==> src/rtl/ex_ctrl_if.sv <==
// ex_ctrl_if: decode, downstream-status and execute-stage signals around the Y86 E-stage controller.
interface ex_ctrl_if #(parameter int WORD_W = 32);
  logic              e_stall, e_bubble;
  logic [7:0]        d_icode, d_ifun, d_dstE, d_dstM;
  logic [3:0]        d_stat, m_stat, W_stat;
  logic [WORD_W-1:0] d_valA, d_valB, d_valC, alu_valE;
  logic [7:0]        E_icode, E_ifun, E_dstM, e_dstE;
  logic [3:0]        E_stat;
  logic [WORD_W-1:0] E_valA, alu_a, alu_b;
  logic [1:0]        alu_fun;
  logic              e_cnd, halted;
  logic [2:0]        cc;
  modport slave (
    input  e_stall, e_bubble, d_icode, d_ifun, d_stat, d_valA, d_valB, d_valC,
           d_dstE, d_dstM, m_stat, W_stat, alu_valE,
    output E_icode, E_ifun, E_stat, E_valA, E_dstM, alu_a, alu_b, alu_fun,
           e_dstE, e_cnd, cc, halted
  );
  modport master (
    output e_stall, e_bubble, d_icode, d_ifun, d_stat, d_valA, d_valB, d_valC,
           d_dstE, d_dstM, m_stat, W_stat, alu_valE,
    input  E_icode, E_ifun, E_stat, E_valA, E_dstM, alu_a, alu_b, alu_fun,
           e_dstE, e_cnd, cc, halted
  );
endinterface

==> src/rtl/ex_ctrl.sv <==
// ex_ctrl: Y86 execute-stage controller owning the D->E register, condition codes,
// ALU operand/function selection, branch/cmov condition and the halt latch.
module ex_ctrl #(
  parameter int         WORD_W = 32,
  parameter logic [7:0] RNONE  = 8'h0F
) (
  input logic      clk,
  input logic      rst,
  ex_ctrl_if.slave bus
);
  localparam logic [7:0] I_NOP = 8'h1, I_CMOV = 8'h2, I_IRMOV = 8'h3, I_RMMOV = 8'h4,
                         I_MRMOV = 8'h5, I_OPL = 8'h6, I_JXX = 8'h7, I_CALL = 8'h8,
                         I_RET = 8'h9, I_PUSH = 8'hA, I_POP = 8'hB;
  localparam logic [3:0] S_AOK = 4'd1;
  typedef enum logic {RUN, STOP} state_t;
  state_t            r_state, w_next;
  logic [7:0]        r_icode, r_ifun, r_dstE, r_dstM;
  logic [3:0]        r_stat;
  logic [WORD_W-1:0] r_valA, r_valB, r_valC;
  logic [2:0]        r_cc;
  logic              w_set_cc, w_halted, w_of, w_lt, w_cond, w_a31, w_b31, w_v31;
  always_ff @(posedge clk or negedge rst)
    if (!rst) r_state <= RUN;
    else      r_state <= w_next;
  always_comb begin
    w_next   = r_state;
    w_halted = r_state == STOP;
    w_set_cc = 1'b0;
    if (r_state == RUN) begin
      w_next   = bus.W_stat != S_AOK ? STOP : RUN;
      w_set_cc = r_icode == I_OPL && bus.m_stat == S_AOK && bus.W_stat == S_AOK;
    end
  end
  // Bubble outranks stall so a squashed slot is never held.
  always_ff @(posedge clk or negedge rst)
    if (!rst) begin
      r_icode <= I_NOP;  r_ifun <= '0; r_stat <= S_AOK;
      r_valA  <= '0;     r_valB <= '0; r_valC <= '0;
      r_dstE  <= RNONE;  r_dstM <= RNONE;
    end else if (bus.e_bubble) begin
      r_icode <= I_NOP;  r_ifun <= '0; r_stat <= S_AOK;
      r_valA  <= '0;     r_valB <= '0; r_valC <= '0;
      r_dstE  <= RNONE;  r_dstM <= RNONE;
    end else if (!bus.e_stall) begin
      r_icode <= bus.d_icode; r_ifun <= bus.d_ifun;  r_stat <= bus.d_stat;
      r_valA  <= bus.d_valA;  r_valB <= bus.d_valB;  r_valC <= bus.d_valC;
      r_dstE  <= bus.d_dstE;  r_dstM <= bus.d_dstM;
    end
  assign bus.alu_a = (r_icode == I_OPL || r_icode == I_CMOV)        ? r_valA :
                     (r_icode inside {I_IRMOV, I_RMMOV, I_MRMOV})   ? r_valC :
                     (r_icode inside {I_CALL, I_PUSH})              ? {{(WORD_W-3){1'b1}}, 3'b100} :
                     (r_icode inside {I_RET, I_POP})                ? WORD_W'(4) : '0;
  assign bus.alu_b   = (r_icode inside {I_RMMOV, I_MRMOV, I_OPL, I_CALL, I_PUSH, I_RET, I_POP}) ? r_valB : '0;
  assign bus.alu_fun = r_icode == I_OPL ? r_ifun[1:0] : 2'd0;
  assign w_a31 = bus.alu_a[WORD_W-1];
  assign w_b31 = bus.alu_b[WORD_W-1];
  assign w_v31 = bus.alu_valE[WORD_W-1];
  assign w_of  = bus.alu_fun == 2'd0 ? (w_a31 == w_b31 && w_v31 != w_a31) :
                 bus.alu_fun == 2'd1 ? (w_a31 != w_b31 && w_v31 != w_b31) : 1'b0;
  always_ff @(posedge clk or negedge rst)
    if (!rst)          r_cc <= 3'b100;
    else if (w_set_cc) r_cc <= {bus.alu_valE == '0, w_v31, w_of};
  assign w_lt   = r_cc[1] ^ r_cc[0];
  assign w_cond = r_ifun == 8'd0 ? 1'b1 :
                  r_ifun == 8'd1 ? w_lt | r_cc[2] :
                  r_ifun == 8'd2 ? w_lt :
                  r_ifun == 8'd3 ? r_cc[2] :
                  r_ifun == 8'd4 ? ~r_cc[2] :
                  r_ifun == 8'd5 ? ~w_lt :
                  r_ifun == 8'd6 ? ~w_lt & ~r_cc[2] : 1'b0;
  assign bus.e_cnd   = (r_icode == I_JXX || r_icode == I_CMOV) && w_cond;
  assign bus.e_dstE  = (r_icode == I_CMOV && !w_cond) ? RNONE : r_dstE;
  assign bus.E_icode = r_icode;
  assign bus.E_ifun  = r_ifun;
  assign bus.E_stat  = r_stat;
  assign bus.E_valA  = r_valA;
  assign bus.E_dstM  = r_dstM;
  assign bus.cc      = r_cc;
  assign bus.halted  = w_halted;
endmodule

==> src/flat_wrapper.sv <==
// flat-port wrapper written by rule: the top's interface ports become plain ports
module ex_ctrl_flat 
#(
  parameter int         WORD_W = 32,
  parameter logic [7:0] RNONE  = 8'h0F
)
  (clk, rst, bus_e_stall, bus_e_bubble, bus_d_icode, bus_d_ifun, bus_d_stat, bus_d_valA, bus_d_valB, bus_d_valC, bus_d_dstE, bus_d_dstM, bus_m_stat, bus_W_stat, bus_alu_valE, bus_E_icode, bus_E_ifun, bus_E_stat, bus_E_valA, bus_E_dstM, bus_alu_a, bus_alu_b, bus_alu_fun, bus_e_dstE, bus_e_cnd, bus_cc, bus_halted);
  ex_ctrl_if #(.WORD_W(WORD_W)) bus_i ();
  input logic clk;
  input logic rst;
  input wire logic [$bits(bus_i.e_stall)-1:0] bus_e_stall;
  input wire logic [$bits(bus_i.e_bubble)-1:0] bus_e_bubble;
  input wire logic [$bits(bus_i.d_icode)-1:0] bus_d_icode;
  input wire logic [$bits(bus_i.d_ifun)-1:0] bus_d_ifun;
  input wire logic [$bits(bus_i.d_stat)-1:0] bus_d_stat;
  input wire logic [$bits(bus_i.d_valA)-1:0] bus_d_valA;
  input wire logic [$bits(bus_i.d_valB)-1:0] bus_d_valB;
  input wire logic [$bits(bus_i.d_valC)-1:0] bus_d_valC;
  input wire logic [$bits(bus_i.d_dstE)-1:0] bus_d_dstE;
  input wire logic [$bits(bus_i.d_dstM)-1:0] bus_d_dstM;
  input wire logic [$bits(bus_i.m_stat)-1:0] bus_m_stat;
  input wire logic [$bits(bus_i.W_stat)-1:0] bus_W_stat;
  input wire logic [$bits(bus_i.alu_valE)-1:0] bus_alu_valE;
  output wire logic [$bits(bus_i.E_icode)-1:0] bus_E_icode;
  output wire logic [$bits(bus_i.E_ifun)-1:0] bus_E_ifun;
  output wire logic [$bits(bus_i.E_stat)-1:0] bus_E_stat;
  output wire logic [$bits(bus_i.E_valA)-1:0] bus_E_valA;
  output wire logic [$bits(bus_i.E_dstM)-1:0] bus_E_dstM;
  output wire logic [$bits(bus_i.alu_a)-1:0] bus_alu_a;
  output wire logic [$bits(bus_i.alu_b)-1:0] bus_alu_b;
  output wire logic [$bits(bus_i.alu_fun)-1:0] bus_alu_fun;
  output wire logic [$bits(bus_i.e_dstE)-1:0] bus_e_dstE;
  output wire logic [$bits(bus_i.e_cnd)-1:0] bus_e_cnd;
  output wire logic [$bits(bus_i.cc)-1:0] bus_cc;
  output wire logic [$bits(bus_i.halted)-1:0] bus_halted;
  assign bus_i.e_stall = bus_e_stall;
  assign bus_i.e_bubble = bus_e_bubble;
  assign bus_i.d_icode = bus_d_icode;
  assign bus_i.d_ifun = bus_d_ifun;
  assign bus_i.d_stat = bus_d_stat;
  assign bus_i.d_valA = bus_d_valA;
  assign bus_i.d_valB = bus_d_valB;
  assign bus_i.d_valC = bus_d_valC;
  assign bus_i.d_dstE = bus_d_dstE;
  assign bus_i.d_dstM = bus_d_dstM;
  assign bus_i.m_stat = bus_m_stat;
  assign bus_i.W_stat = bus_W_stat;
  assign bus_i.alu_valE = bus_alu_valE;
  assign bus_E_icode = bus_i.E_icode;
  assign bus_E_ifun = bus_i.E_ifun;
  assign bus_E_stat = bus_i.E_stat;
  assign bus_E_valA = bus_i.E_valA;
  assign bus_E_dstM = bus_i.E_dstM;
  assign bus_alu_a = bus_i.alu_a;
  assign bus_alu_b = bus_i.alu_b;
  assign bus_alu_fun = bus_i.alu_fun;
  assign bus_e_dstE = bus_i.e_dstE;
  assign bus_e_cnd = bus_i.e_cnd;
  assign bus_cc = bus_i.cc;
  assign bus_halted = bus_i.halted;
  ex_ctrl #(.WORD_W(WORD_W), .RNONE(RNONE)) u_core (.clk(clk), .rst(rst), .bus(bus_i));
endmodule
==> config.mk <==
export PLATFORM = sky130hd
export DESIGN_NAME = ex_ctrl_flat
export DESIGN_NICKNAME = d
export VERILOG_FILES = /design/src/rtl/ex_ctrl_if.sv /design/src/rtl/ex_ctrl.sv /design/src/flat_wrapper.sv
export SDC_FILE = /design/constraint.sdc
export NUM_CORES = 1
export LEC_CHECK = 0
export ABC_AREA = 1
export ABC_CLOCK_PERIOD_IN_PS = 1750
export BUFFER_PORTS_ARGS = -buffer_cell sky130_fd_sc_hd__clkbuf_2
export CORE_AREA = 2 2 122 124
export CTS_CLUSTER_SIZE = 28
export DETAILED_ROUTE_END_ITERATION = 8
export DIE_AREA = 0 0 124 126
export HOLD_SLACK_MARGIN = 0.1
export PLACE_DENSITY = 0.76
export SYNTH_ARGS = -nofsm -noshare
export SYNTH_HDL_FRONTEND = slang
export SYNTH_SLANG_ARGS = --single-unit
==> constraint.sdc <==
create_clock -name clk -period 1.75 [get_ports clk]
set_input_delay 0.0875 -clock clk [delete_from_list [all_inputs] [get_ports clk]]
set_output_delay 0.0875 -clock clk [all_outputs]
set_load 0.05 [all_outputs]
Word level (Yosys, flattened, before mapping)
Cells that the tools add are included.
{"block": "word_totals", "reg_bits": 136, "in_bits": 176, "out_inout_bits": 139, "wordCells": 91}
{"block": "op_classes", "n_eq_ne": 25, "n_mux": 35, "bitwise_logic": 5, "reduce_logical": 16}
{"cell": "two-way mux 32 bit", "n": 10}
{"cell": "two-way mux 8 bit", "n": 9}
{"cell": "equality test 8 x 3 -> 1 bit (second input constant)", "n": 7}
{"cell": "equality test 8 x 2 -> 1 bit (second input constant)", "n": 4}
{"cell": "equality test 8 x 4 -> 1 bit (second input constant)", "n": 4}
{"cell": "zero test 32 bit", "n": 1}
{"cell": "two-way mux 1 bit", "n": 12}
{"cell": "equality test 4 x 1 -> 1 bit (second input constant)", "n": 2}
{"cell": "equality test 8 x 1 -> 1 bit (second input constant)", "n": 1}
{"cell": "zero test 8 bit", "n": 1}
{"cell": "two-way mux 4 bit", "n": 2}
{"cell": "nonzero test 7 bit", "n": 1}
{"cell": "logical AND 1 bit", "n": 6}
{"cell": "inequality test 4 x 1 -> 1 bit (second input constant)", "n": 1}
{"cell": "nonzero test 2 bit", "n": 2}
{"cell": "two-way mux 3 bit", "n": 1}
{"cell": "inequality test 1 bit", "n": 3}
{"cell": "nonzero test 3 bit", "n": 1}
{"cell": "equality test 2 x 1 -> 1 bit (second input constant)", "n": 1}
{"cell": "zero test 2 bit", "n": 1}
{"cell": "logical OR 1 bit", "n": 2}
{"cell": "two-way mux 2 bit", "n": 1}
{"cell": "inequality test 2 x 1 -> 1 bit (second input constant)", "n": 1}
{"cell": "inverter 1 bit", "n": 2}
{"cell": "other kinds (5)", "n": 5}

Longest topological paths before layout
{"block": "depth", "depth_word": 13, "mapped_depth": 11, "ltp_nobuf": 11}

Worst setup path before layout
Ideal clock, no wire load.
{"block": "synth_timing", "path_type": "flip-flop to output port", "from": "register u_core.r_ifun[0] (netlist: u_core.bus.E_ifun[0])", "to": "output port bus_e_cnd", "arrival_ns": 2.067, "required_time_ns": 1.662, "path_slack_ns": -0.404, "stages_incl_launch_ff": 7, "path_buffers": 1, "path_cell_list": "dfrtp_1 -> buf_2 -> nand2_1 -> o21ai_1 -> o21ai_1 -> o2111ai_2 -> a21oi_1"}
{"block": "synth_via", "elab_chain_len": 9, "elab_cells_between_ends": 15, "cone_classes": "eq/ne (6); mux (7); reduce/logical (2)"}
{"item": "start: declaration", "line_no": "ex_ctrl.sv:17", "source": "logic [7:0] r_icode, r_ifun, r_dstE, r_dstM;"}
{"item": "start signal: assignment", "line_no": "ex_ctrl.sv:45", "source": "r_icode <= bus.d_icode; r_ifun <= bus.d_ifun; r_stat <= bus.d_stat;"}
{"item": "equality test 8 x 3 -> 1 bit", "line_no": "ex_ctrl.sv:70", "source": "r_ifun == 8'd6 ? ~w_lt & ~r_cc[2] : 1'b0;"}
{"item": "two-way mux 1 bit", "line_no": "ex_ctrl.sv:70"}
{"item": "two-way mux 1 bit", "line_no": "ex_ctrl.sv:69", "source": "r_ifun == 8'd5 ? ~w_lt :"}
{"item": "two-way mux 1 bit", "line_no": "ex_ctrl.sv:68", "source": "r_ifun == 8'd4 ? ~r_cc[2] :"}
{"item": "two-way mux 1 bit", "line_no": "ex_ctrl.sv:67", "source": "r_ifun == 8'd3 ? r_cc[2] :"}
{"item": "two-way mux 1 bit", "line_no": "ex_ctrl.sv:66", "source": "r_ifun == 8'd2 ? w_lt :"}
{"item": "two-way mux 1 bit", "line_no": "ex_ctrl.sv:65", "source": "r_ifun == 8'd1 ? w_lt | r_cc[2] :"}
{"item": "two-way mux 1 bit (*)", "line_no": "ex_ctrl.sv:64", "source": "assign w_cond = r_ifun == 8'd0 ? 1'b1 :"}
{"item": "logical AND 1 bit (*)", "line_no": "ex_ctrl.sv:71", "source": "assign bus.e_cnd = (r_icode == I_JXX || r_icode == I_CMOV) && w_cond;"}
{"item": "end: declaration", "line_no": "flat_wrapper.sv:33", "source": "output wire logic [$bits(bus_i.e_cnd)-1:0] bus_e_cnd;"}
Mark *: on every way between the ends. The rest lies on a longest branch, timed or not.

Worst setup path in the final report
{"block": "layout_timing", "from": "register u_core.r_icode[0] (netlist: u_core.bus.E_icode[0])", "to": "output port bus_alu_a[23]"}
{"block": "layout_via", "elab_chain_len": 5, "elab_cells_between_ends": 13, "cone_classes": "eq/ne (7); mux (3); reduce/logical (3)"}
{"item": "start: declaration", "line_no": "ex_ctrl.sv:17"}
{"item": "start signal: assignment", "line_no": "ex_ctrl.sv:45"}
{"item": "equality test 8 x 4 -> 1 bit", "line_no": "ex_ctrl.sv:51", "source": "(r_icode inside {I_CALL, I_PUSH}) ? {{(WORD_W-3){1'b1}}, 3'b100} :"}
{"item": "nonzero test 2 bit", "line_no": "ex_ctrl.sv:51"}
{"item": "two-way mux 32 bit", "line_no": "ex_ctrl.sv:51"}
{"item": "two-way mux 32 bit", "line_no": "ex_ctrl.sv:50", "source": "(r_icode inside {I_IRMOV, I_RMMOV, I_MRMOV}) ? r_valC :"}
{"item": "two-way mux 32 bit (*)", "line_no": "ex_ctrl.sv:49", "source": "assign bus.alu_a = (r_icode == I_OPL || r_icode == I_CMOV) ? r_valA :"}
{"item": "end: declaration", "line_no": "flat_wrapper.sv:29", "source": "output wire logic [$bits(bus_i.alu_a)-1:0] bus_alu_a;"}
Marked as above.

==> results.yml <==
drt:
  first_iter_violations: 588
  post_drt_wl_per_cell_um: 20.67
  ant_nets: 0
  routed_via_density: 5.456
  route.detailed.drc: 0
  num_vias: 7393
  drtPass1Iterations: 7
  drt-total-wl_mm: 28.00
clock_network:
  clock_latency_ps: 420
  tritoncts_num_sinks: 136
  clockRootBuffer: "sky130_fd_sc_hd__clkbuf_16"
  path_clk_slew_ps: 60
  clockBufferDepth: 2
  tritoncts: "yes"
  cts_bufs_inserted: 17
  cts-htree-levels: 4
critical_path:
  crit_required_ps: 1660
  cpMaxStageDelayCell: "sky130_fd_sc_hd__dfstp_2"
  crit_path_max_incr_delay_ps: 560
  critical_path.top_delay_family: "flip-flops"
  timing.critical_path.mode_cell: "sky130_fd_sc_hd__nand2_2"
  timing.critical_path.cells: "nand2_2 > inv_2 > nand2_1 > nand2_2 > nand2_4 > buf_12 > o211ai_1 > clkbuf_16"
  regToRegStartpoint: "u_core.bus.E_icode[7]"
  cp_max_fo: 16
  timing.setup.critical_path_class: "flop to output port"
  path_buf_inv: 3
  kind_of_launch_point_of_the_worst_setup_path: "flop"
  worstSetupEndpointType: "output port"
  timing.critical_path.arrival_ps: 2060
  setup.worst_path.start: "u_core.bus.E_icode[0]"
logic_synthesis:
  synth_cells: 672
  ys_seq_elements: 136
  yosys.area.top_type_share: 0.5126
  synth-edff-count: 0
  synth_cell_type_count: 29
  netlist.top_cell.by_area: "sky130_fd_sc_hd__dfrtp_1"
  syn_nets: 848
  post_synth_instance_area_mm2: 0.006102
  synthArstFlopShare: 1.000
  netlist_top_cells_count: "sky130_fd_sc_hd__nand2_1, sky130_fd_sc_hd__dfrtp_1, sky130_fd_sc_hd__inv_1, sky130_fd_sc_hd__o21ai_0, sky130_fd_sc_hd__nor2_1"
  syn-mean-instance-area_um2: 9.081
  ys.warnings.count: 0
  synth_flop_cell: "sky130_fd_sc_hd__dfrtp_1"
  post-synth-top-count-cell: "sky130_fd_sc_hd__nand2_1"
  synth_top_cells_by_area: "sky130_fd_sc_hd__dfrtp_1, sky130_fd_sc_hd__nand2_1, sky130_fd_sc_hd__o21ai_0"
  synth_sequential_area_ratio: 0.5600
pwr:
  irDropWorstVdd_mv: 0.6235
  pwr_dens_mw_per_mm2: 775.8
  leakagePower_uw: 0.005739
layout:
  ff_latch_area_mm2: 0.003426
  syn_to_final_growth_pct: 90.98
  layout.nets: 1333
  multi_input_area_mm2: 0.002686
  fin_cells: 1355
  post_route_cells_drive_above_1_share: 0.4427
  postLayoutCellArea_mm2: 0.01165
  n_fill_cell: 739
global_route:
  grtUsageMet2: 0.5734
  grt_pass1_wl_mm: 39.40
  grt_antenna_before_repair: 1
  met1_usage: 0.3694
  groute.layer.met3.usage: 0.07745
  grt_start_max_net_pins: 87
  first_global_vias: 7555
  global_route.usage.total: 0.3347
  gr-max-usage-layer: "met2"
  globalRouteOverflowTotal: 0
worst_hold_path:
  min_path_type: "input pin to flop"
  hp-start: "bus_e_bubble"
place:
  dpl.cell_count: 1149
  place.gp.congestion: 0.8669
  dp_hpwl_mm: 13.42
  port_buffers: 314
  detailed_place.area_mm2: 0.008383
sta:
  post-route-worst-setup-slack_ps: -400.0
  clock.fmax_mhz: 465.1
  timing.final.hold_violations: 0
  min_period_over_period: 1.229
  final_period_minus_worst_setup_slack_ps: 2150
  final_max_slew_viol_count: 0
  setup_repair_after_global_routing_missed_its_margin: "yes"
  finalSetupViolations: 75
  maxSlewHeadroom: 0.7090
  final.setup_skew_ps: 4.464
  worst_hold_margin_ps: 99.30
  worst_pin_slew_ps: 436.5
floorplanning:
  core_mm2: 0.01431
  die-area_mm2: 0.01562
  ioPinCount: 315
  die_width_um: 124
  die_height_um: 126
  placement_rows: 44
  initial_core_util: 0.4263
outcome:
  violated_checks: "negative setup slack"
  run_status: "finished, violations left"
flow_run:
  max_cap_viol_count: 0
[tightest hold or removal path, cell delays in order]
cell and delay, ps:
sky130_fd_sc_hd__clkbuf_2 140, sky130_fd_sc_hd__nor2_4 100, sky130_fd_sc_hd__a21oi_1 150
[report_power, final]
part / switching [uW] / total, uW / internal (uW) / leakage, uW
sequential: 123 / 3450 / 3330 / 0.00176
combinational: 1230 / 2040 / 803 / 0.00369
clock: 1440 / 3550 / 2110 / 0.000280
[routing by layer]
layer / share of wire / vias to the layer above / wire [um]
met5: 0 / - / 0
met4: 0.061 / 0 / 1712
met3: 0.082 / 142 / 2298
met2: 0.52 / 506 / 14570
met1: 0.34 / 3564 / 9423
li1: - / 3181 / -
[stage by stage]
step | TNS (ps) | worst slack, ps | total power, uW | util
after floorplan | -13510 | -345.8 | 4368 | -
after global placement | 0 | 16.15 | 4938 | 0.5857
after detailed placement | -183.9 | -33.02 | 4957 | 0.5857
after CTS | -19100 | -329.4 | 8816 | 0.7795
after global routing | -26720 | -458.1 | 9305 | 0.8142
final | -21280 | -400.0 | 9041 | 0.8142
[state kept, by name (all words and copies together), names as in the netlist]
register / cells
u_core.bus.E_valA: 32
u_core.bus.halted: 1
u_core.bus.E_icode: 8
u_core.bus.E_dstM: 8
u_core.r_valB: 32
u_core.bus.E_stat: 4
u_core.bus.cc: 3
u_core.r_dstE: 8
u_core.bus.E_ifun: 8
u_core.r_valC: 32
[final timing paths]
kind / to / slack [ps] / depth (start not counted)
setup / recovery: bus_alu_a[23] / -400 / 8
hold / removal: u_core.r_dstE[1] / 100 / 3
setup reg to reg: u_core.bus.cc[0] / 10 / 13
hold reg to reg: u_core.bus.cc[2] / 500 / 2
max in group asynchronous: u_core.bus.E_icode[0] / 960 / 3
min in group asynchronous: u_core.r_valC[6] / 140 / 2
[cells by family (layout without fill, tap and decap cells)]
family | after synthesis | after routing | share of synthesized area
XOR/XNOR | 1 | 1 | 0.001436
buffers and inverters | 140 | 638 | 0.09268
AND/OR/NAND/NOR | 222 | 222 | 0.1536
AO/OA/AOI/OAI | 173 | 173 | 0.1923
other | 0 | 1 | 0
flip-flops | 136 | 136 | 0.5600
[final cells by class]
cell class              count  share of cell area
multi-input cells         396              0.2305
diodes                      1           0.0002147
clock inverters             9            0.007730
clock buffers              23             0.04187
inverters                 100             0.03339
well taps                 184             0.01976
flip-flops and latches    136              0.2940
repair buffers            506              0.3726
[cell usage in the layout, fill, tap and decap left out, types with 3 or more instances in the layout]
cell,count
sky130_fd_sc_hd__clkbuf_2,238
sky130_fd_sc_hd__dlygate4sd3_1,158
sky130_fd_sc_hd__dfrtp_1,118
sky130_fd_sc_hd__nand2_1,102
sky130_fd_sc_hd__inv_1,83
sky130_fd_sc_hd__o21ai_0,81
sky130_fd_sc_hd__a22o_1,41
sky130_fd_sc_hd__buf_6,27
sky130_fd_sc_hd__buf_8,22
sky130_fd_sc_hd__buf_12,22
sky130_fd_sc_hd__nand2_4,21
sky130_fd_sc_hd__clkbuf_8,21
sky130_fd_sc_hd__nor2_2,20
sky130_fd_sc_hd__o211ai_1,19
sky130_fd_sc_hd__clkbuf_16,19
sky130_fd_sc_hd__nand2_2,17
sky130_fd_sc_hd__nor2_4,17
sky130_fd_sc_hd__buf_4,17
sky130_fd_sc_hd__inv_2,14
sky130_fd_sc_hd__nand3_1,13
sky130_fd_sc_hd__nor2_1,11
sky130_fd_sc_hd__dfstp_2,11
sky130_fd_sc_hd__nor4_1,8
sky130_fd_sc_hd__o211ai_2,7
sky130_fd_sc_hd__dfrtp_2,7
sky130_fd_sc_hd__a21oi_1,6
sky130_fd_sc_hd__a21oi_4,5
sky130_fd_sc_hd__o22a_1,5
sky130_fd_sc_hd__nand2_8,3
sky130_fd_sc_hd__o211ai_4,3
sky130_fd_sc_hd__clkinvlp_4,3
sky130_fd_sc_hd__buf_16,3
[what timing repair did]
item	in CTS	in global routing
gates cloned	3	1
hold endpoints to repair	261	1
setup buffers	5	8
setup endpoints to repair	74	78
pin swaps	6	11
hold buffers	157	2
gates resized for setup	132	144
No activity file was read; power rests on OpenSTA's default activity.
